[src/rtl/ysyx_22041071_axi_w_arb_if.sv]
// Bundle of the two requester ports, the write-engine command port and arbiter status.
// The arbiter uses the slave modport; the requesters and engine side use master.
interface ysyx_22041071_axi_w_arb_if #(
    parameter int unsigned ID_W   = 4,
    parameter int unsigned ADDR_W = 64,
    parameter int unsigned DATA_W = 64,
    parameter int unsigned LEN_W  = 8
);
    logic              req0_valid;
    logic [ID_W-1:0]   req0_id;
    logic [ADDR_W-1:0] req0_addr;
    logic [LEN_W-1:0]  req0_len;
    logic [1:0]        req0_size;
    logic [DATA_W-1:0] req0_wdata;
    logic              req0_ready;
    logic              req0_done;
    logic [1:0]        req0_resp;

    logic              req1_valid;
    logic [ID_W-1:0]   req1_id;
    logic [ADDR_W-1:0] req1_addr;
    logic [LEN_W-1:0]  req1_len;
    logic [1:0]        req1_size;
    logic [DATA_W-1:0] req1_wdata;
    logic              req1_ready;
    logic              req1_done;
    logic [1:0]        req1_resp;

    logic              eng_aw_valid;
    logic [ID_W-1:0]   eng_id;
    logic [ADDR_W-1:0] eng_addr;
    logic [LEN_W-1:0]  eng_len;
    logic [1:0]        eng_size;
    logic [DATA_W-1:0] eng_wdata;
    logic              eng_aw_ready;
    logic [1:0]        eng_w_resp;

    logic              busy;
    logic              grant;

    modport slave (
        input  req0_valid, req0_id, req0_addr, req0_len, req0_size, req0_wdata,
        output req0_ready, req0_done, req0_resp,
        input  req1_valid, req1_id, req1_addr, req1_len, req1_size, req1_wdata,
        output req1_ready, req1_done, req1_resp,
        output eng_aw_valid, eng_id, eng_addr, eng_len, eng_size, eng_wdata,
        input  eng_aw_ready, eng_w_resp,
        output busy, grant
    );

    modport master (
        output req0_valid, req0_id, req0_addr, req0_len, req0_size, req0_wdata,
        input  req0_ready, req0_done, req0_resp,
        output req1_valid, req1_id, req1_addr, req1_len, req1_size, req1_wdata,
        input  req1_ready, req1_done, req1_resp,
        input  eng_aw_valid, eng_id, eng_addr, eng_len, eng_size, eng_wdata,
        output eng_aw_ready, eng_w_resp,
        input  busy, grant
    );
endinterface

[src/rtl/ysyx_22041071_axi_w_arb.sv]
// Two-requester write arbiter in front of the AXI write engine (req0 = D-cache writeback,
// req1 = uncached store). Define YSYX_22041071_WARB_FIXED_PRIO_EN for fixed req0 priority.
module ysyx_22041071_axi_w_arb #(
    parameter int unsigned ID_W   = 4,
    parameter int unsigned ADDR_W = 64,
    parameter int unsigned DATA_W = 64,
    parameter int unsigned LEN_W  = 8
) (
    input logic                           clk,
    input logic                           reset_n,
    ysyx_22041071_axi_w_arb_if.slave      bus
);

    typedef enum logic [1:0] {S_IDLE, S_ISSUE, S_BUSY, S_DONE} state_e;

    state_e state_q, state_d;
    logic   last_q;
    logic   grant_q;
    logic   sel;
    logic   take;

    logic [ID_W-1:0]   win_id;
    logic [ADDR_W-1:0] win_addr;
    logic [LEN_W-1:0]  win_len;
    logic [1:0]        win_size;
    logic [DATA_W-1:0] win_wdata;

    logic [ID_W-1:0]   eng_id_q;
    logic [ADDR_W-1:0] eng_addr_q;
    logic [LEN_W-1:0]  eng_len_q;
    logic [1:0]        eng_size_q;
    logic [DATA_W-1:0] eng_wdata_q;
    logic [1:0]        resp0_q;
    logic [1:0]        resp1_q;

    // sel: 0 picks req0, 1 picks req1; only meaningful while some request is valid.
    always_comb begin
        sel = !bus.req0_valid;
`ifndef YSYX_22041071_WARB_FIXED_PRIO_EN
        if (bus.req0_valid && bus.req1_valid) begin
            sel = !last_q;
        end
`endif
    end

    always_comb begin
        win_id    = sel ? bus.req1_id    : bus.req0_id;
        win_addr  = sel ? bus.req1_addr  : bus.req0_addr;
        win_len   = sel ? bus.req1_len   : bus.req0_len;
        win_size  = sel ? bus.req1_size  : bus.req0_size;
        win_wdata = sel ? bus.req1_wdata : bus.req0_wdata;
    end

    always_comb begin
        state_d = state_q;
        take    = 1'b0;
        unique case (state_q)
            S_IDLE: begin
                if (bus.req0_valid || bus.req1_valid) begin
                    take    = 1'b1;
                    state_d = S_ISSUE;
                end
            end
            S_ISSUE: begin
                if (bus.eng_aw_ready) begin
                    state_d = S_BUSY;
                end
            end
            S_BUSY: begin
                if (bus.eng_aw_ready) begin
                    state_d = S_DONE;
                end
            end
            S_DONE: begin
                state_d = S_IDLE;
            end
            default: begin
                state_d = S_IDLE;
            end
        endcase
    end

    always_ff @(posedge clk or negedge reset_n) begin
        if (!reset_n) begin
            state_q <= S_IDLE;
        end else begin
            state_q <= state_d;
        end
    end

    // Command stays latched until the next grant; the engine re-reads it every beat.
    always_ff @(posedge clk or negedge reset_n) begin
        if (!reset_n) begin
            last_q      <= 1'b1;
            grant_q     <= 1'b0;
            eng_id_q    <= '0;
            eng_addr_q  <= '0;
            eng_len_q   <= '0;
            eng_size_q  <= '0;
            eng_wdata_q <= '0;
        end else if (take) begin
            last_q      <= sel;
            grant_q     <= sel;
            eng_id_q    <= win_id;
            eng_addr_q  <= win_addr;
            eng_len_q   <= win_len;
            eng_size_q  <= win_size;
            eng_wdata_q <= win_wdata;
        end
    end

    always_ff @(posedge clk or negedge reset_n) begin
        if (!reset_n) begin
            resp0_q <= 2'b00;
            resp1_q <= 2'b00;
        end else if (state_q == S_BUSY && bus.eng_aw_ready) begin
            if (grant_q) begin
                resp1_q <= bus.eng_w_resp;
            end else begin
                resp0_q <= bus.eng_w_resp;
            end
        end
    end

    assign bus.req0_ready   = take && !sel;
    assign bus.req1_ready   = take && sel;
    assign bus.req0_done    = (state_q == S_DONE) && !grant_q;
    assign bus.req1_done    = (state_q == S_DONE) && grant_q;
    assign bus.req0_resp    = resp0_q;
    assign bus.req1_resp    = resp1_q;
    assign bus.eng_aw_valid = (state_q == S_ISSUE);
    assign bus.eng_id       = eng_id_q;
    assign bus.eng_addr     = eng_addr_q;
    assign bus.eng_len      = eng_len_q;
    assign bus.eng_size     = eng_size_q;
    assign bus.eng_wdata    = eng_wdata_q;
    assign bus.busy         = (state_q != S_IDLE);
    assign bus.grant        = grant_q;

endmodule

[src/flat_wrapper.sv]
// flat-port wrapper written by rule: the top's interface ports become plain ports
module ysyx_22041071_axi_w_arb_flat 
#(
    parameter int unsigned ID_W   = 4,
    parameter int unsigned ADDR_W = 64,
    parameter int unsigned DATA_W = 64,
    parameter int unsigned LEN_W  = 8
)
  (clk, reset_n, bus_req0_valid, bus_req0_id, bus_req0_addr, bus_req0_len, bus_req0_size, bus_req0_wdata, bus_req0_ready, bus_req0_done, bus_req0_resp, bus_req1_valid, bus_req1_id, bus_req1_addr, bus_req1_len, bus_req1_size, bus_req1_wdata, bus_req1_ready, bus_req1_done, bus_req1_resp, bus_eng_aw_valid, bus_eng_id, bus_eng_addr, bus_eng_len, bus_eng_size, bus_eng_wdata, bus_eng_aw_ready, bus_eng_w_resp, bus_busy, bus_grant);
  ysyx_22041071_axi_w_arb_if #(.ID_W(ID_W), .ADDR_W(ADDR_W), .DATA_W(DATA_W), .LEN_W(LEN_W)) bus_i ();
  input logic clk;
  input logic reset_n;
  input wire logic [$bits(bus_i.req0_valid)-1:0] bus_req0_valid;
  input wire logic [$bits(bus_i.req0_id)-1:0] bus_req0_id;
  input wire logic [$bits(bus_i.req0_addr)-1:0] bus_req0_addr;
  input wire logic [$bits(bus_i.req0_len)-1:0] bus_req0_len;
  input wire logic [$bits(bus_i.req0_size)-1:0] bus_req0_size;
  input wire logic [$bits(bus_i.req0_wdata)-1:0] bus_req0_wdata;
  output wire logic [$bits(bus_i.req0_ready)-1:0] bus_req0_ready;
  output wire logic [$bits(bus_i.req0_done)-1:0] bus_req0_done;
  output wire logic [$bits(bus_i.req0_resp)-1:0] bus_req0_resp;
  input wire logic [$bits(bus_i.req1_valid)-1:0] bus_req1_valid;
  input wire logic [$bits(bus_i.req1_id)-1:0] bus_req1_id;
  input wire logic [$bits(bus_i.req1_addr)-1:0] bus_req1_addr;
  input wire logic [$bits(bus_i.req1_len)-1:0] bus_req1_len;
  input wire logic [$bits(bus_i.req1_size)-1:0] bus_req1_size;
  input wire logic [$bits(bus_i.req1_wdata)-1:0] bus_req1_wdata;
  output wire logic [$bits(bus_i.req1_ready)-1:0] bus_req1_ready;
  output wire logic [$bits(bus_i.req1_done)-1:0] bus_req1_done;
  output wire logic [$bits(bus_i.req1_resp)-1:0] bus_req1_resp;
  output wire logic [$bits(bus_i.eng_aw_valid)-1:0] bus_eng_aw_valid;
  output wire logic [$bits(bus_i.eng_id)-1:0] bus_eng_id;
  output wire logic [$bits(bus_i.eng_addr)-1:0] bus_eng_addr;
  output wire logic [$bits(bus_i.eng_len)-1:0] bus_eng_len;
  output wire logic [$bits(bus_i.eng_size)-1:0] bus_eng_size;
  output wire logic [$bits(bus_i.eng_wdata)-1:0] bus_eng_wdata;
  input wire logic [$bits(bus_i.eng_aw_ready)-1:0] bus_eng_aw_ready;
  input wire logic [$bits(bus_i.eng_w_resp)-1:0] bus_eng_w_resp;
  output wire logic [$bits(bus_i.busy)-1:0] bus_busy;
  output wire logic [$bits(bus_i.grant)-1:0] bus_grant;
  assign bus_i.req0_valid = bus_req0_valid;
  assign bus_i.req0_id = bus_req0_id;
  assign bus_i.req0_addr = bus_req0_addr;
  assign bus_i.req0_len = bus_req0_len;
  assign bus_i.req0_size = bus_req0_size;
  assign bus_i.req0_wdata = bus_req0_wdata;
  assign bus_req0_ready = bus_i.req0_ready;
  assign bus_req0_done = bus_i.req0_done;
  assign bus_req0_resp = bus_i.req0_resp;
  assign bus_i.req1_valid = bus_req1_valid;
  assign bus_i.req1_id = bus_req1_id;
  assign bus_i.req1_addr = bus_req1_addr;
  assign bus_i.req1_len = bus_req1_len;
  assign bus_i.req1_size = bus_req1_size;
  assign bus_i.req1_wdata = bus_req1_wdata;
  assign bus_req1_ready = bus_i.req1_ready;
  assign bus_req1_done = bus_i.req1_done;
  assign bus_req1_resp = bus_i.req1_resp;
  assign bus_eng_aw_valid = bus_i.eng_aw_valid;
  assign bus_eng_id = bus_i.eng_id;
  assign bus_eng_addr = bus_i.eng_addr;
  assign bus_eng_len = bus_i.eng_len;
  assign bus_eng_size = bus_i.eng_size;
  assign bus_eng_wdata = bus_i.eng_wdata;
  assign bus_i.eng_aw_ready = bus_eng_aw_ready;
  assign bus_i.eng_w_resp = bus_eng_w_resp;
  assign bus_busy = bus_i.busy;
  assign bus_grant = bus_i.grant;
  ysyx_22041071_axi_w_arb #(.ID_W(ID_W), .ADDR_W(ADDR_W), .DATA_W(DATA_W), .LEN_W(LEN_W)) u_core (.clk(clk), .reset_n(reset_n), .bus(bus_i));
endmodule
[config.mk]
export PLATFORM = sky130hd
export DESIGN_NAME = ysyx_22041071_axi_w_arb_flat
export DESIGN_NICKNAME = d
export VERILOG_FILES = /design/src/rtl/ysyx_22041071_axi_w_arb_if.sv /design/src/rtl/ysyx_22041071_axi_w_arb.sv /design/src/flat_wrapper.sv
export SDC_FILE = /design/constraint.sdc
export NUM_CORES = 1
export LEC_CHECK = 0
export BUFFER_PORTS_ARGS = -buffer_cell sky130_fd_sc_hd__buf_4
export CORE_AREA = 4 4 173 175
export CTS_CLUSTER_DIAMETER = 150
export CTS_CLUSTER_SIZE = 10
export DETAILED_ROUTE_END_ITERATION = 10
export DIE_AREA = 0 0 177 179
export GPL_ROUTABILITY_DRIVEN = 1
export PLACE_DENSITY = 0.52
export SLEW_MARGIN = 20
export SYNTH_ARGS = -nofsm -noshare
export SYNTH_HDL_FRONTEND = slang
export SYNTH_SLANG_ARGS = --single-unit
[constraint.sdc]
create_clock -name clk -period 4 [get_ports clk]
set_input_delay 0.2 -clock clk [delete_from_list [all_inputs] [get_ports clk]]
set_output_delay 0.2 -clock clk [all_outputs]
set_load 0.01 [all_outputs]
# Word-level counts from Yosys, hierarchy flattened
# Cells that the tools add are included.
[word_totals]
in_bits = 291
word_cells = 45
reg_bits = 150
out_inout_bits = 153
[op_classes]
muxes = 12
n_reduce_logical = 16
eq_ne = 6
bitwise_logic = 1
[ops]
columns = ["cell", "n"]
rows = [
  ["$mux 64", 2],
  ["$mux 2", 4],
  ["$mux 8", 1],
  ["$pmux 2 s4", 1],
  ["$logic_and 1x1->1", 6],
  ["$eq 2x2->1 const B", 2],
  ["$logic_not 1->1", 4],
  ["$mux 4", 1],
  ["$ne 2x1->1 const B", 2],
  ["$reduce_and 2->1", 2],
  ["$mux 1", 3],
  ["$reduce_and 3->1", 1],
  ["$eq 2x1->1 const B", 1],
  ["$logic_not 2->1", 1],
  ["$ne 2x2->1 const B", 1],
  ["$reduce_bool 2->1", 1],
  ["$logic_or 1x1->1", 1],
  ["$not 1->1", 1],
]

# Longest topological paths before layout
# Gate-level depths: netlist of the first run.
[depth]
ltp_word = 4
mapped_depth = 8

# Worst setup path before layout of the first run
# Ideal clock, no wire load.
[synth_timing]
path_type = "flip-flop to flip-flop"
startpoint = "register u_core.state_q[0]"
endpoint = "register u_core.eng_addr_q[40] (netlist: u_core.bus.eng_addr[40])"
n_path_buf = 3
setup_slack_ns = 2.300
t_required_ns = 3.874
synth_period_minus_slack_ns = 1.700
path_stages_with_launch = 9
arrival_time_ns = 1.574
path_cell_list = "dfrtp_1 > inv_1 > ha_1 > and2_4 > buf_6 > buf_12 > buf_6 > and3_1 > a221o_1"
[synth_between]
elab_chain_cells = 2
[synth_lines]
columns = ["item", "line_no", "text"]
rows = [
  ["from (decl)", "ysyx_22041071_axi_w_arb.sv:16", "state_e state_q, state_d;"],
  ["from (signal assigned)", "ysyx_22041071_axi_w_arb.sv:87", "state_q <= state_d;"],
  ["$logic_not 2->1", "ysyx_22041071_axi_w_arb.sv:57", "unique case (state_q)"],
  ["$mux 1", "ysyx_22041071_axi_w_arb.sv:57", ""],
  ["to (signal assigned)", "ysyx_22041071_axi_w_arb.sv:105", "eng_addr_q <= win_addr;"],
  ["to (decl)", "ysyx_22041071_axi_w_arb.sv:29", "logic [ADDR_W-1:0] eng_addr_q;"],
]
# Every way passes these cells.
# A chain may end at the register's enable or synchronous reset.

# Worst setup path in the final report of the first run
[layout_timing]
startpoint = "register u_core.state_q[0]"
endpoint = "output bus_req0_ready"
[layout_between]
elab_chain_cells = 3
[layout_lines]
columns = ["item", "line_no", "text"]
rows = [
  ["$logic_not 2->1", "ysyx_22041071_axi_w_arb.sv:57", ""],
  ["$mux 1", "ysyx_22041071_axi_w_arb.sv:57", ""],
  ["$logic_and 1x1->1", "ysyx_22041071_axi_w_arb.sv:125", "assign bus.req0_ready = take && !sel;"],
  ["to (decl)", "flat_wrapper.sv:19", "output wire logic [$bits(bus_i.req0_ready)-1:0] bus_req0_ready;"],
]
# Every way passes these cells.

==> metrics.md, run 1 <==
| Metric | Value |
|---|---|
| Clk pin slew, worst setup/hold paths | 70 ps |
| Synthesized instance count | 524 |
| DRT Wirelength | 30100 µm |
| Final min period | 2560 ps |
| Layout Nets | 1346 |
| Worst path arrival time | 2360 ps |
| Slew at the pin closest to its max-slew limit | 993 ps |
| Max_cap viols | 0 |
| Synth Area in XOR/XNOR | 0% |
| Post-CTS setup repair buffer count | 0 |
| Reg2reg path depth | 6 |
| Main combinational cell family by area after synthesis | compound AO/OA/AOI/OAI gates |
| Status | finished, final reports clean |
| Share of post-route cells with drive strength above 1 | 46.6% |
| Top cell type's share of synthesized area | 55.6% |
| Unrepaired setup endpoints after global routing | no |
| Req. time, crit path | 3800 ps |
| Synth area leaders | dfrtp_1, a221o_1, and3_1, buf_6, clkbuf_1 |
| Cell Pwr Density | 682 mW/mm² |
| Post-synth top area cell | dfrtp_1 |
| GPL Wtd Cong | 0.730 |
| Placed instance area | 0.0102 mm² |
| Worst hold-check path type | in2reg |
| Fin crit share | 64.1% |
| Final core utilization | 42.2% |
| Initial antenna violation count | 3 |
| Final setup fails | 0 |
| Io pins | 444 |
| Die height | 179 µm |
| Crit-path max FO | 93 |
| CP bufs+invs | 2 |
| YS warnings | 0 |
| Clock Latency Late Sink | 430 ps |
| Slew headroom | 33.8% |
| Iter 0 DRT Violations | 434 |
| Die Area | 0.0317 mm² |
| Vias in the first global route | 7221 |
| Reg-to-reg endpoint | u_core.bus.eng_wdata[20] |
| Setup TNS | 0 ps |
| Initial DRT Pass Iterations | 4 |
| Antenna Nets Post-Route | 0 |
| Seq cells post-synth | 150 |
| Yosys cell types | 26 |
| CP startpoint kind | flop |
| GRT overflow | 0 |
| Mux cell area share after synthesis | 0.840% |
| Slowest cell on crit path | and2_4 |
| Total power | 8.20 mW |
| Critical path cell sequence | inv_1 > ha_1 > and2_4 > and2_1 > buf_4 |
| Final hold violations | 0 |
| Vias post-DR | 6937 |
| Crit-path max cell delay | 780 ps |
| Avg Inst Size Synth | 12.8 µm² |
| Syn_nets | 819 |
| Hold path cells | 2 |
| CP top delay family | simple AND/OR/NAND/NOR gates |
| Root Buffer | clkbuf_16 |
| # clock sinks | 150 |
| Area delta synth->final | 79.3% |
| R2R Path Start | u_core.state_q[0] |
| Area of the multi-input gates | 0.00256 mm² |
| Worst Setup Path Type | reg2out |
| Starting Density | 23.5% |
| Clock buffer depth | 2 |
| Post-route cell area | 0.0120 mm² |
| Final setup skew | 18.1 ps |
| Register-to-register setup slack | 1620 ps |
| Hold Path Origin | bus_req1_wdata[13] |
| Htree depth | 4 |
| Core ar. | 0.0285 mm² |
| Fin. max-slew vios | 0 |
| Seq. cell area | 0.00375 mm² |
| Die W | 177 µm |
| Synthesized area | 0.00670 mm² |
| F_max | 0.390 GHz |
| CTS tree | yes |
| Pin count of the biggest net entering global routing | 120 |
| CTS buffer count | 17 |
| Vias per cell | 4.78 |
| Final worst slack | 1440 ps |
| Tot GR Track Use | 17.8% |
| Register area share after synthesis | 56.0% |
| Routed len/inst | 20.8 µm |
| Fillers | 2749 |
| Simple-gate area share of the yosys netlist | 14.2% |
| Complex-gate fraction of the synthesized area | 22.1% |
| PortBufs | 443 |
| Hpwl dp | 20600 µm |
| Max rail drop VDD | 0.291 mV |
| First-pass GRT wire length | 43700 µm |
| DRC viols | 0 |
| Leak | 6.30 nW |
| Setup Slack @ Placement | 1630 ps |
| Synth Area in Adders | 0.747% |
| CP endpoint kind | primary output |
| Hold Path Sink | u_core.bus.eng_wdata[13] |
| Num rows | 62 |
[cell usage in the layout, fill, tap and decap left out, types with 2 or more instances in the layout]
master         netlist  final
buf_4                1    446
inv_1                3      3
diode_2              0      2
inv_6                0      7
and2_1               2      2
inv_8                0      5
mux2_2               5      5
and3_2               3      3
a21o_1               2      2
dlygate4sd3_1        0    120
a221o_1            142    142
buf_12               1      3
and3_1             139    139
nor2b_1              2      2
ha_1                 4      4
dfrtp_1            149    149
clkbuf_16            0     17
[worst max path at each step]
stage,start,end,slack (ps),cells after the start
finish,u_core.state_q[0],bus_req0_ready,1440,5
global route,u_core.state_q[0],bus_req0_ready,1250,5
CTS,u_core.state_q[0],bus_req0_ready,1380,5
detailed placement,u_core.state_q[0],u_core.bus.eng_addr[29],1630,6
global placement,u_core.state_q[0],u_core.bus.eng_addr[62],1680,6
floorplan,u_core.state_q[0],u_core.bus.eng_addr[40],2300,8
[Yosys cell counts]
library cell and count:
dfstp_2 1, nand3_1 1, and3_2 3, and3_1 139, a21oi_4 1, inv_1 3
nor2b_1 2, o32a_2 1, and2_1 2, nand2_1 1, clkbuf_1 30, buf_12 1
dfrtp_1 149, mux2_2 5, a21o_1 2, buf_6 17, o32a_1 1, a221o_1 142
and2_4 1, o21ai_2 1, nand2b_1 1, buf_2 13, nand3b_1 1, ha_1 4
nor2_1 1, buf_4 1
[registers in the layout (all words and copies together), names as in the netlist, 2 cells and up]
| name | flops |
|---|---|
| u_core.bus.eng_len | 8 |
| u_core.bus.req0_resp | 2 |
| u_core.bus.eng_size | 2 |
| u_core.bus.eng_addr | 64 |
| u_core.bus.req1_resp | 2 |
| u_core.bus.eng_id | 4 |
| u_core.bus.eng_wdata | 64 |
| u_core.state_q | 2 |
[report_power, final]
part	leakage [nW]	total (mW)	switching (mW)	internal (mW)
logic	4.14	3.78	1.74	2.04
clock network	0.297	1.68	0.769	0.911
registers	1.86	2.74	0.476	2.26
[per-layer routing]
| layer | vias to the layer above | wire length (µm) | GRT usage (%) |
|---|---|---|---|
| met2 | 337 | 14800 | 29.4 |
| li1 | 3195 | - | - |
| met4 | 2 | 601 | 5.93 |
| met1 | 3374 | 11700 | 21.6 |
| met5 | - | 20 | 0 |
| met3 | 29 | 3050 | 6.75 |
[stage by stage]
step                      hold WS [ps]  instances
after CTS                       0.0231       1447
after global routing              1.26       1450
after floorplan                  -95.6        524
final                             24.3       1450
after global placement             295       1296
after detailed placement           291       1296
[final cells by class]
class / instances / share of cell area [%]
clock inverters: 14 / 1.27
well taps: 384 / 4.00
clock buffers: 18 / 3.65
inverters: 3 / 0.0937
flip-flops and latches: 150 / 31.2
diodes: 2 / 0.0416
multi-input cells: 309 / 21.3
repair buffers: 570 / 38.4
[logic make-up (layout without fill, tap and decap cells)]
group,after synthesis,in the layout
flip-flops,150,150
other,0,2
adder cells (fa/ha/maj),4,4
buffers and inverters,65,605
AND/OR/NAND/NOR,152,152
multiplexers,5,5
AO/OA/AOI/OAI,148,148
[timing repair]
action,in CTS,in global routing
hold buffers,119,1
endpoints found under the hold margin,195,1
resized for setup,0,0
Note: power is estimated with default switching activity, not from simulation.
==> run 2, diff against run 1 <==
--- a/config.mk
+++ b/config.mk
@@ -6,13 +6,13 @@
 export NUM_CORES = 1
 export LEC_CHECK = 0
 export BUFFER_PORTS_ARGS = -buffer_cell sky130_fd_sc_hd__buf_4
-export CORE_AREA = 4 4 173 175
+export CORE_AREA = 4 4 170 172
 export CTS_CLUSTER_DIAMETER = 150
 export CTS_CLUSTER_SIZE = 10
 export DETAILED_ROUTE_END_ITERATION = 10
-export DIE_AREA = 0 0 177 179
+export DIE_AREA = 0 0 174 176
 export GPL_ROUTABILITY_DRIVEN = 1
-export PLACE_DENSITY = 0.52
+export PLACE_DENSITY = 0.54
 export SLEW_MARGIN = 20
 export SYNTH_ARGS = -nofsm -noshare
 export SYNTH_HDL_FRONTEND = slang
==> constraint.sdc (replaced) <==
create_clock -name clk -period 2.7 [get_ports clk]
set_input_delay 0.135 -clock clk [delete_from_list [all_inputs] [get_ports clk]]
set_output_delay 0.135 -clock clk [all_outputs]
set_load 0.01 [all_outputs]
==> run 2 against run 1 <==
Effect of this change: first-iteration DRC count rose by 2.8%; final cell count shrank 0.69%; sequential power grew 47%; sequential share of layout area fell by 0.67 points; clock power rose by 45%; critical path type unchanged; worst hold slack improved by 5.7 ps; global-route usage increased by 0.70 points; wire length decreased by 2.0%; highest routed layer is now met4; combinational power up 51%; clock skew about the same.
==> metrics.md, run 2 (same netlist as run 1, synthesis figures left out) <==
| Metric | Value |
|---|---|
| First-pass GRT wire length | 45300 µm (was 43700 µm) |
| Iter 0 DRT Violations | 446 (was 434) |
| Fin. max-slew vios | 0 (unchanged) |
| Sequential power share | 33.1% (was 33.4%) |
| Io pins | 444 (unchanged) |
| # clock sinks | 150 (unchanged) |
| DRC viols | 0 (unchanged) |
| Vias post-DR | 7019 (was 6937) |
| CP endpoint kind | primary output (unchanged) |
| Setup TNS | 0 ps (unchanged) |
| Final hold violations | 0 (unchanged) |
| Sw frac | 36.2% (was 36.4%) |
| Reg-to-reg endpoint | u_core.bus.eng_addr[35] (was u_core.bus.eng_wdata[20]) |
| Antenna Nets Post-Route | 0 (unchanged) |
| Worst hold-check path type | in2reg (unchanged) |
| GRT overflow | 0 (unchanged) |
| Share of post-route cells with drive strength above 1 | 45.7% (was 46.6%) |
| Reg2reg path depth | 6 (unchanged) |
| Die Area | 0.0306 mm² (was 0.0317 mm²) |
| Commonest non-fill, non-tap cells in the layout | buf_4, dfrtp_1, dlygate4sd3_1 (was buf_4, dfrtp_1, a221o_1) |
| Vias in the first global route | 7715 (was 7221) |
| Final min period | 2200 ps |
| Switching power | 4.41 mW (was 2.99 mW) |
| Clock share of power | 20.0% (was 20.5%) |
| Unrepaired setup endpoints after global routing | no (unchanged) |
| Num rows | 61 (was 62) |
| Routed len/inst | 20.5 µm (was 20.8 µm) |
| Crit-path max FO | 78 (was 93) |
| R2R Path Start | u_core.state_q[0] (unchanged) |
| Htree depth | 4 (unchanged) |
| Starting Density | 24.4% (was 23.5%) |
| Clock buffer depth | 2 (unchanged) |
| Die W | 174 µm (was 177 µm) |
| CTS tree | yes (unchanged) |
| DRT Wirelength | 29500 µm (was 30100 µm) |
| Internal power | 7.78 mW (was 5.21 mW) |
| Final setup skew | 17.7 ps (was 18.1 ps) |
| Status | finished, final reports clean (unchanged) |
| Critical path startpoint | u_core.state_q[0] (unchanged) |
| Root Buffer | clkbuf_16 (unchanged) |
| CP endpoint | bus_req1_ready (was bus_req0_ready) |
| Seq. cell area | 0.00375 mm² (unchanged) |
| Initial antenna violation count | 1 (was 3) |
| Req. time, crit path | 2570 ps (was 3800 ps) |
| Pin count of the biggest net entering global routing | 83 (was 120) |
| Post-route cell area | 0.0123 mm² (was 0.0120 mm²) |
| Area of the multi-input gates | 0.00256 mm² (unchanged) |
| Comb power frac | 46.8% (was 46.1%) |
| Cell Pwr Density | 991 mW/mm² (was 682 mW/mm²) |
| Register-to-register setup slack | 690 ps (was 1620 ps) |
| Placed instance area | 0.0102 mm² (about the same) |
| Vias per cell | 4.87 (was 4.78) |
| Die height | 176 µm (was 179 µm) |
| F_max | 0.455 GHz |
| Slew at the pin closest to its max-slew limit | 586 ps (was 993 ps) |
| Initial DRT Pass Iterations | 4 (unchanged) |
| Slew headroom | 60.9% (was 33.8%) |
| Worst Setup Path Type | reg2out (unchanged) |
| Max rail drop VDD | 0.436 mV (was 0.291 mV) |
| Fin crit share | 81.5% |
| GPL Wtd Cong | 0.751 (was 0.730) |
| Layout Nets | 1374 (was 1346) |
| Clk pin slew, worst setup/hold paths | 80 ps (was 70 ps) |
| Tot GR Track Use | 18.5% (was 17.8%) |
| Worst path arrival time | 2060 ps (was 2360 ps) |
| Clock Latency Late Sink | 420 ps (was 430 ps) |
| Area delta synth->final | 83.3% (was 79.3%) |
| Leak | 6.43 nW (was 6.30 nW) |
| Core ar. | 0.0275 mm² (was 0.0285 mm²) |
| Max_cap viols | 0 (unchanged) |
| CTS buffer count | 17 (unchanged) |
| Hpwl dp | 19900 µm (was 20600 µm) |
| CP startpoint kind | flop (unchanged) |
| Commonest non-fill, non-tap cell in the layout | buf_4 (unchanged) |
| Total power | 12.2 mW (was 8.20 mW) |
| Fillers | 2592 (was 2749) |
| Resize count post-CTS | 0 (unchanged) |
| Final setup fails | 0 (unchanged) |
| PortBufs | 443 (unchanged) |
run 2: how the worst min path moves through the flow:
stage / slack, ps / to / cells past startpoint / from
floorplan: -160 / u_core.bus.eng_addr[0] / 0 / reset_n
global placement: 160 / u_core.bus.eng_addr[3] / 1 / reset_n
detailed placement: 160 / u_core.bus.eng_addr[9] / 1 / reset_n
CTS: 10 / u_core.bus.eng_addr[11] / 3 / bus_req0_addr[11]
global route: 20 / u_core.bus.eng_addr[1] / 3 / bus_req0_addr[1]
finish: 30 / u_core.bus.eng_addr[11] / 3 / bus_req0_addr[11]
run 2: routing by layer:
| layer | routed length (µm) | track usage [%] | vias to the layer above | part of all wire [%] |
|---|---|---|---|---|
| met5 | 0 | 0 | - | 0 |
| met4 | 329 | 4.22 | 0 | 1.1 |
| met3 | 2750 | 7.13 | 18 | 9.3 |
| met2 | 14500 | 31.6 | 318 | 49 |
| met1 | 11900 | 22.4 | 3448 | 40 |
| li1 | - | - | 3235 | - |
run 2: layout make-up:
cell class / instances / share of cell area (%)
diodes: 2 / 0.0407
repair buffers: 598 / 40.2
well taps: 346 / 3.52
clock buffers: 17 / 3.46
clock inverters: 15 / 1.27
multi-input cells: 309 / 20.8
inverters: 3 / 0.0917
flip-flops and latches: 150 / 30.6
run 2: timing repair:
action	in CTS	in global routing
buffers inserted	0	0
endpoints found under the hold margin	202	0
hold buffers	145	0
run 2: power by group through the flow:
| stage | combinational [mW] | clock, mW | sequential (mW) |
|---|---|---|---|
| after floorplan | 2.37 | 0 | 4.44 |
| after global placement | 5.57 | 0 | 4.03 |
| after detailed placement | 5.61 | 0 | 4.01 |
| after CTS | 5.79 | 2.51 | 4.02 |
| after global routing | 6.15 | 2.62 | 4.17 |
| final | 5.71 | 2.44 | 4.04 |
run 2: metrics by stage:
stage	worst slack [ps]	instances	hold slack, ps	util, %
after global placement	715	1261	160	37.3
after detailed placement	709	1261	159	37.3
after global routing	349	1439	15.7	44.7
final	501	1440	30.0	44.7
after CTS	422	1438	10.2	44.7
after floorplan	1000	524	-161	-
run 2: worst max-delay path, stage by stage, from the launching register on:
cell and delay [ps]:
dfrtp_1 420, inv_1 100, ha_1 270, nand2_1 120, a21oi_4 200, buf_12 320, buf_4 200
==> run 3, diff against run 2 <==
--- a/config.mk
+++ b/config.mk
@@ -5,14 +5,15 @@
 export SDC_FILE = /design/constraint.sdc
 export NUM_CORES = 1
 export LEC_CHECK = 0
+export ABC_AREA = 1
 export BUFFER_PORTS_ARGS = -buffer_cell sky130_fd_sc_hd__buf_4
-export CORE_AREA = 4 4 170 172
+export CORE_AREA = 4 4 168 170
 export CTS_CLUSTER_DIAMETER = 150
 export CTS_CLUSTER_SIZE = 10
 export DETAILED_ROUTE_END_ITERATION = 10
-export DIE_AREA = 0 0 174 176
+export DIE_AREA = 0 0 172 174
 export GPL_ROUTABILITY_DRIVEN = 1
-export PLACE_DENSITY = 0.54
+export PLACE_DENSITY = 0.59
 export SLEW_MARGIN = 20
 export SYNTH_ARGS = -nofsm -noshare
 export SYNTH_HDL_FRONTEND = slang
==> constraint.sdc (replaced) <==
create_clock -name clk -period 1.9 [get_ports clk]
set_input_delay 0.095 -clock clk [delete_from_list [all_inputs] [get_ports clk]]
set_output_delay 0.095 -clock clk [all_outputs]
set_load 0.01 [all_outputs]
==> run 3 against run 2 <==
Effect of this change: sequential share of layout area down 4.9 points; via count up 41%; register-to-register slack worse by 620 ps; utilization up 10 points; critical path depth up 1; total power up 65%; worst setup slack worse by 430 ps; synthesized cell count up 63%; die area down 2.3%; critical path type is now reg2reg; critical endpoint is now u_core.bus.eng_id[3]; highest routed layer is now met5.
==> metrics.md, run 3 <==
| Metric | Value |
|---|---|
| Layout Nets | 1836 (was 1374) |
| # clock sinks | 150 (unchanged) |
| Crit-path max FO | 74 (was 78) |
| Register area share after synthesis | 51.9% (was 56.0%) |
| Clk pin slew, worst setup/hold paths | 60 ps (was 80 ps) |
| Io pins | 444 (unchanged) |
| Final non-filler cell total | 1895 (was 1440) |
| Top cell type's share of synthesized area | 51.6% (was 55.6%) |
| Met2 Use GR | 38.1% (was 31.6%) |
| Worst path arrival time | 2170 ps (was 2060 ps) |
| Final hold violations | 0 (unchanged) |
| Post-synth top area cell | dfrtp_1 (unchanged) |
| Slew headroom | 69.5% (was 60.9%) |
| Commonest non-fill, non-tap cells in the layout | buf_4, nand3_1, dlygate4sd3_1 (was buf_4, dfrtp_1, dlygate4sd3_1) |
| Initial antenna violation count | 3 (was 1) |
| Area delta synth->final | 102% (was 83.3%) |
| Initial DRT Pass Iterations | 5 (was 4) |
| CP startpoint kind | flop (unchanged) |
| Req. time, crit path | 2240 ps (was 2570 ps) |
| DRT Wirelength | 36200 µm (was 29500 µm) |
| Fin. max-slew vios | 0 (unchanged) |
| Antenna Nets Post-Route | 0 (unchanged) |
| Leak | 7.07 nW (was 6.43 nW) |
| Worst hold-check path type | in2reg (unchanged) |
| PortBufs | 443 (unchanged) |
| Htree depth | 4 (unchanged) |
| Pin count of the biggest net entering global routing | 76 (was 83) |
| Die height | 174 µm (was 176 µm) |
| Iter 0 DRT Violations | 767 (was 446) |
| Clock share of power | 20.7% (was 20.0%) |
| Root Buffer | clkbuf_16 (unchanged) |
| Seq cells post-synth | 150 (unchanged) |
| Synthesized instance count | 855 (was 524) |
| Total power | 20.1 mW (was 12.2 mW) |
| Setup TNS | 0 ps (unchanged) |
| Syn_nets | 1150 (was 819) |
| Core ar. | 0.0267 mm² (was 0.0275 mm²) |
| Vias post-DR | 9921 (was 7019) |
| Unrepaired setup endpoints after global routing | yes (was no) |
| GRT overflow | 0 (unchanged) |
| Switching power | 7.92 mW (was 4.41 mW) |
| Most numerous cell in the Yosys netlist | nand3_1 (was dfrtp_1) |
| Synth Flop Type | dfrtp_1 (unchanged) |
| Internal power | 12.2 mW (was 7.78 mW) |
| Placed instance area | 0.0110 mm² (was 0.0102 mm²) |
| Synthesized area | 0.00723 mm² (was 0.00670 mm²) |
| Met1 GRT Util | 27.5% (was 22.4%) |
| Starting Density | 27.1% (was 24.4%) |
| Grt peak-use layer | met2 (unchanged) |
| Routed len/inst | 19.1 µm (was 20.5 µm) |
| Worst Setup Path Type | reg2reg (was reg2out) |
| Die W | 172 µm (was 174 µm) |
| Share of post-route cells with drive strength above 1 | 33.1% (was 45.7%) |
| Async SR Flop Fraction | 100% (unchanged) |
| Fin crit share | 96.3% |
| Max_cap viols | 0 (unchanged) |
| Final min period | 1830 ps |
| Num rows | 60 (was 61) |
| Final core utilization | 54.8% (was 44.7%) |
| CTS buffer count | 17 (unchanged) |
| DRC viols | 0 (unchanged) |
| Top cells by count, synth | nand3_1, nand2_1, dfrtp_1 (was dfrtp_1, a221o_1, and3_1) |
| M3 GR Usage | 5.25% (was 7.13%) |
| Sequential power share | 28.9% (was 33.1%) |
| Max rail drop VDD | 0.702 mV (was 0.436 mV) |
| Cell Pwr Density | 1370 mW/mm² (was 991 mW/mm²) |
| Clock Latency Late Sink | 420 ps (about the same) |
| Die Area | 0.0299 mm² (was 0.0306 mm²) |
| CP endpoint kind | flop (was primary output) |
| Commonest non-fill, non-tap cell in the layout | buf_4 (unchanged) |
| Slew at the pin closest to its max-slew limit | 457 ps (was 586 ps) |
| YS warnings | 0 (unchanged) |
| F_max | 0.547 GHz |
| Avg Inst Size Synth | 8.46 µm² (was 12.8 µm²) |
| Register-to-register setup slack | 70 ps (was 690 ps) |
| Vias per cell | 5.24 (was 4.87) |
| Synth area leaders | dfrtp_1, nand3_1, nand4_1, nand2_1, clkbuf_1 (was dfrtp_1, a221o_1, and3_1, buf_6, clkbuf_1) |
| Clock buffer depth | 2 (unchanged) |
| Comb power frac | 50.4% (was 46.8%) |
| First-pass GRT wire length | 55600 µm (was 45300 µm) |
| Yosys cell types | 19 (was 26) |
| Status | finished, final reports clean (unchanged) |
| Fillers | 2228 (was 2592) |
| Final setup skew | 16.7 ps (was 17.7 ps) |
| GPL Wtd Cong | 0.820 (was 0.751) |
| Hpwl dp | 22400 µm (was 19900 µm) |
| Tot GR Track Use | 22.9% (was 18.5%) |
| Number of flops mapped to enable cells by yosys | 0 (unchanged) |
| Sw frac | 39.4% (was 36.2%) |
| Post-route cell area | 0.0146 mm² (was 0.0123 mm²) |
| Vias in the first global route | 10437 (was 7715) |
| Final setup fails | 0 (unchanged) |
| Placed cell count | 1575 (was 1261) |
| CTS tree | yes (unchanged) |
-- run 3: cell count changes in the layout (fill, tap and decap cells not counted), moves of 5 or more --
cell / previous run / this run
nand2_1: 1 / 154
mux2_2: 5 / 0
dlygate4sd3_1: 145 / 285
a221o_1: 142 / 0
buf_4: 445 / 456
buf_12: 7 / 17
o21ai_0: 0 / 6
bufinv_16: 1 / 8
nand3_1: 1 / 288
and3_1: 139 / 0
inv_8: 5 / 0
nand4_1: 0 / 142
inv_6: 6 / 1
-- run 3: worst paths after layout --
check | startpoint | depth (start not counted) | to
setup / recovery | u_core.state_q[0] | 7 | u_core.bus.eng_id[3]
hold / removal | bus_req0_wdata[11] | 3 | u_core.bus.eng_wdata[11]
hold reg to reg | u_core.bus.req0_resp[1] | 2 | u_core.bus.req0_resp[1]
max in group asynchronous | reset_n | 3 | u_core.bus.eng_wdata[58]
min in group asynchronous | reset_n | 2 | u_core.bus.eng_addr[2]
setup reg to reg | u_core.state_q[0] | 7 | u_core.bus.eng_id[3]
-- run 3: critical path, stage by stage, from the launching register on --
cell	delay (ps)
dfrtp_1	370
inv_2	60
ha_4	180
o21ai_4	90
buf_12	330
nand2_1	90
nand3_1	90
dlygate4sd3_1	540
-- run 3: metrics by stage --
step | worst slack (ps) | hold slack, ps
floorplan | 412 | -201
global placement | 272 | 66.7
detailed placement | 260 | 65.5
CTS | 37.2 | 13.1
global route | -16.2 | 5.97
finish | 70.8 | 15.3
-- run 3: cell families after synthesis --
group	count (synthesis)	share of synthesized area, %
AND/OR/NAND/NOR	591	40.8
AO/OA/AOI/OAI	8	0.640
adder cells (fa/ha/maj)	4	0.692
flip-flops	150	51.9
buffers and inverters	102	5.93
-- run 3: power groups by stage --
stage | Clock (mW) | Combinational, mW | Sequential [mW]
2_1_floorplan | 0 | 3.92 | 6.40
5_1_grt | 4.39 | 11.0 | 5.96
6_report | 4.17 | 10.1 | 5.80
4_1_cts | 4.26 | 10.0 | 5.75
3_3_place_gp | 0 | 9.42 | 5.78
3_5_place_dp | 0 | 9.51 | 5.75
-- run 3: repair_timing --
action | 4_1_cts | 5_1_grt
gates resized for setup | 2 | 1
pin swaps | 1 | 1
setup endpoints to repair | 1 | 2
hold buffers | 285 | 0
buffers inserted | 2 | 1
endpoints found under the hold margin | 185 | 0
-- run 3: final cells by class --
| type | count | area, µm² | share of cell area, % |
|---|---|---|---|
| Timing Repair Buffer | 759 | 6630 | 45.3 |
| Sequential cell | 150 | 3750 | 25.7 |
| Multi-Input combinational cell | 603 | 3080 | 21.0 |
| Clock buffer | 18 | 429 | 2.93 |
| Tap cell | 341 | 427 | 2.92 |
| Clock inverter | 12 | 275 | 1.88 |
| Inverter | 10 | 37.5 | 0.256 |
| Antenna cell | 2 | 5.00 | 0.0342 |
-- run 3: metal layers --
metal	wire length, µm	share of wire (%)
met1	13700	38
met5	13	0.036
met2	17200	47
met4	1960	5.4
met3	3340	9.2
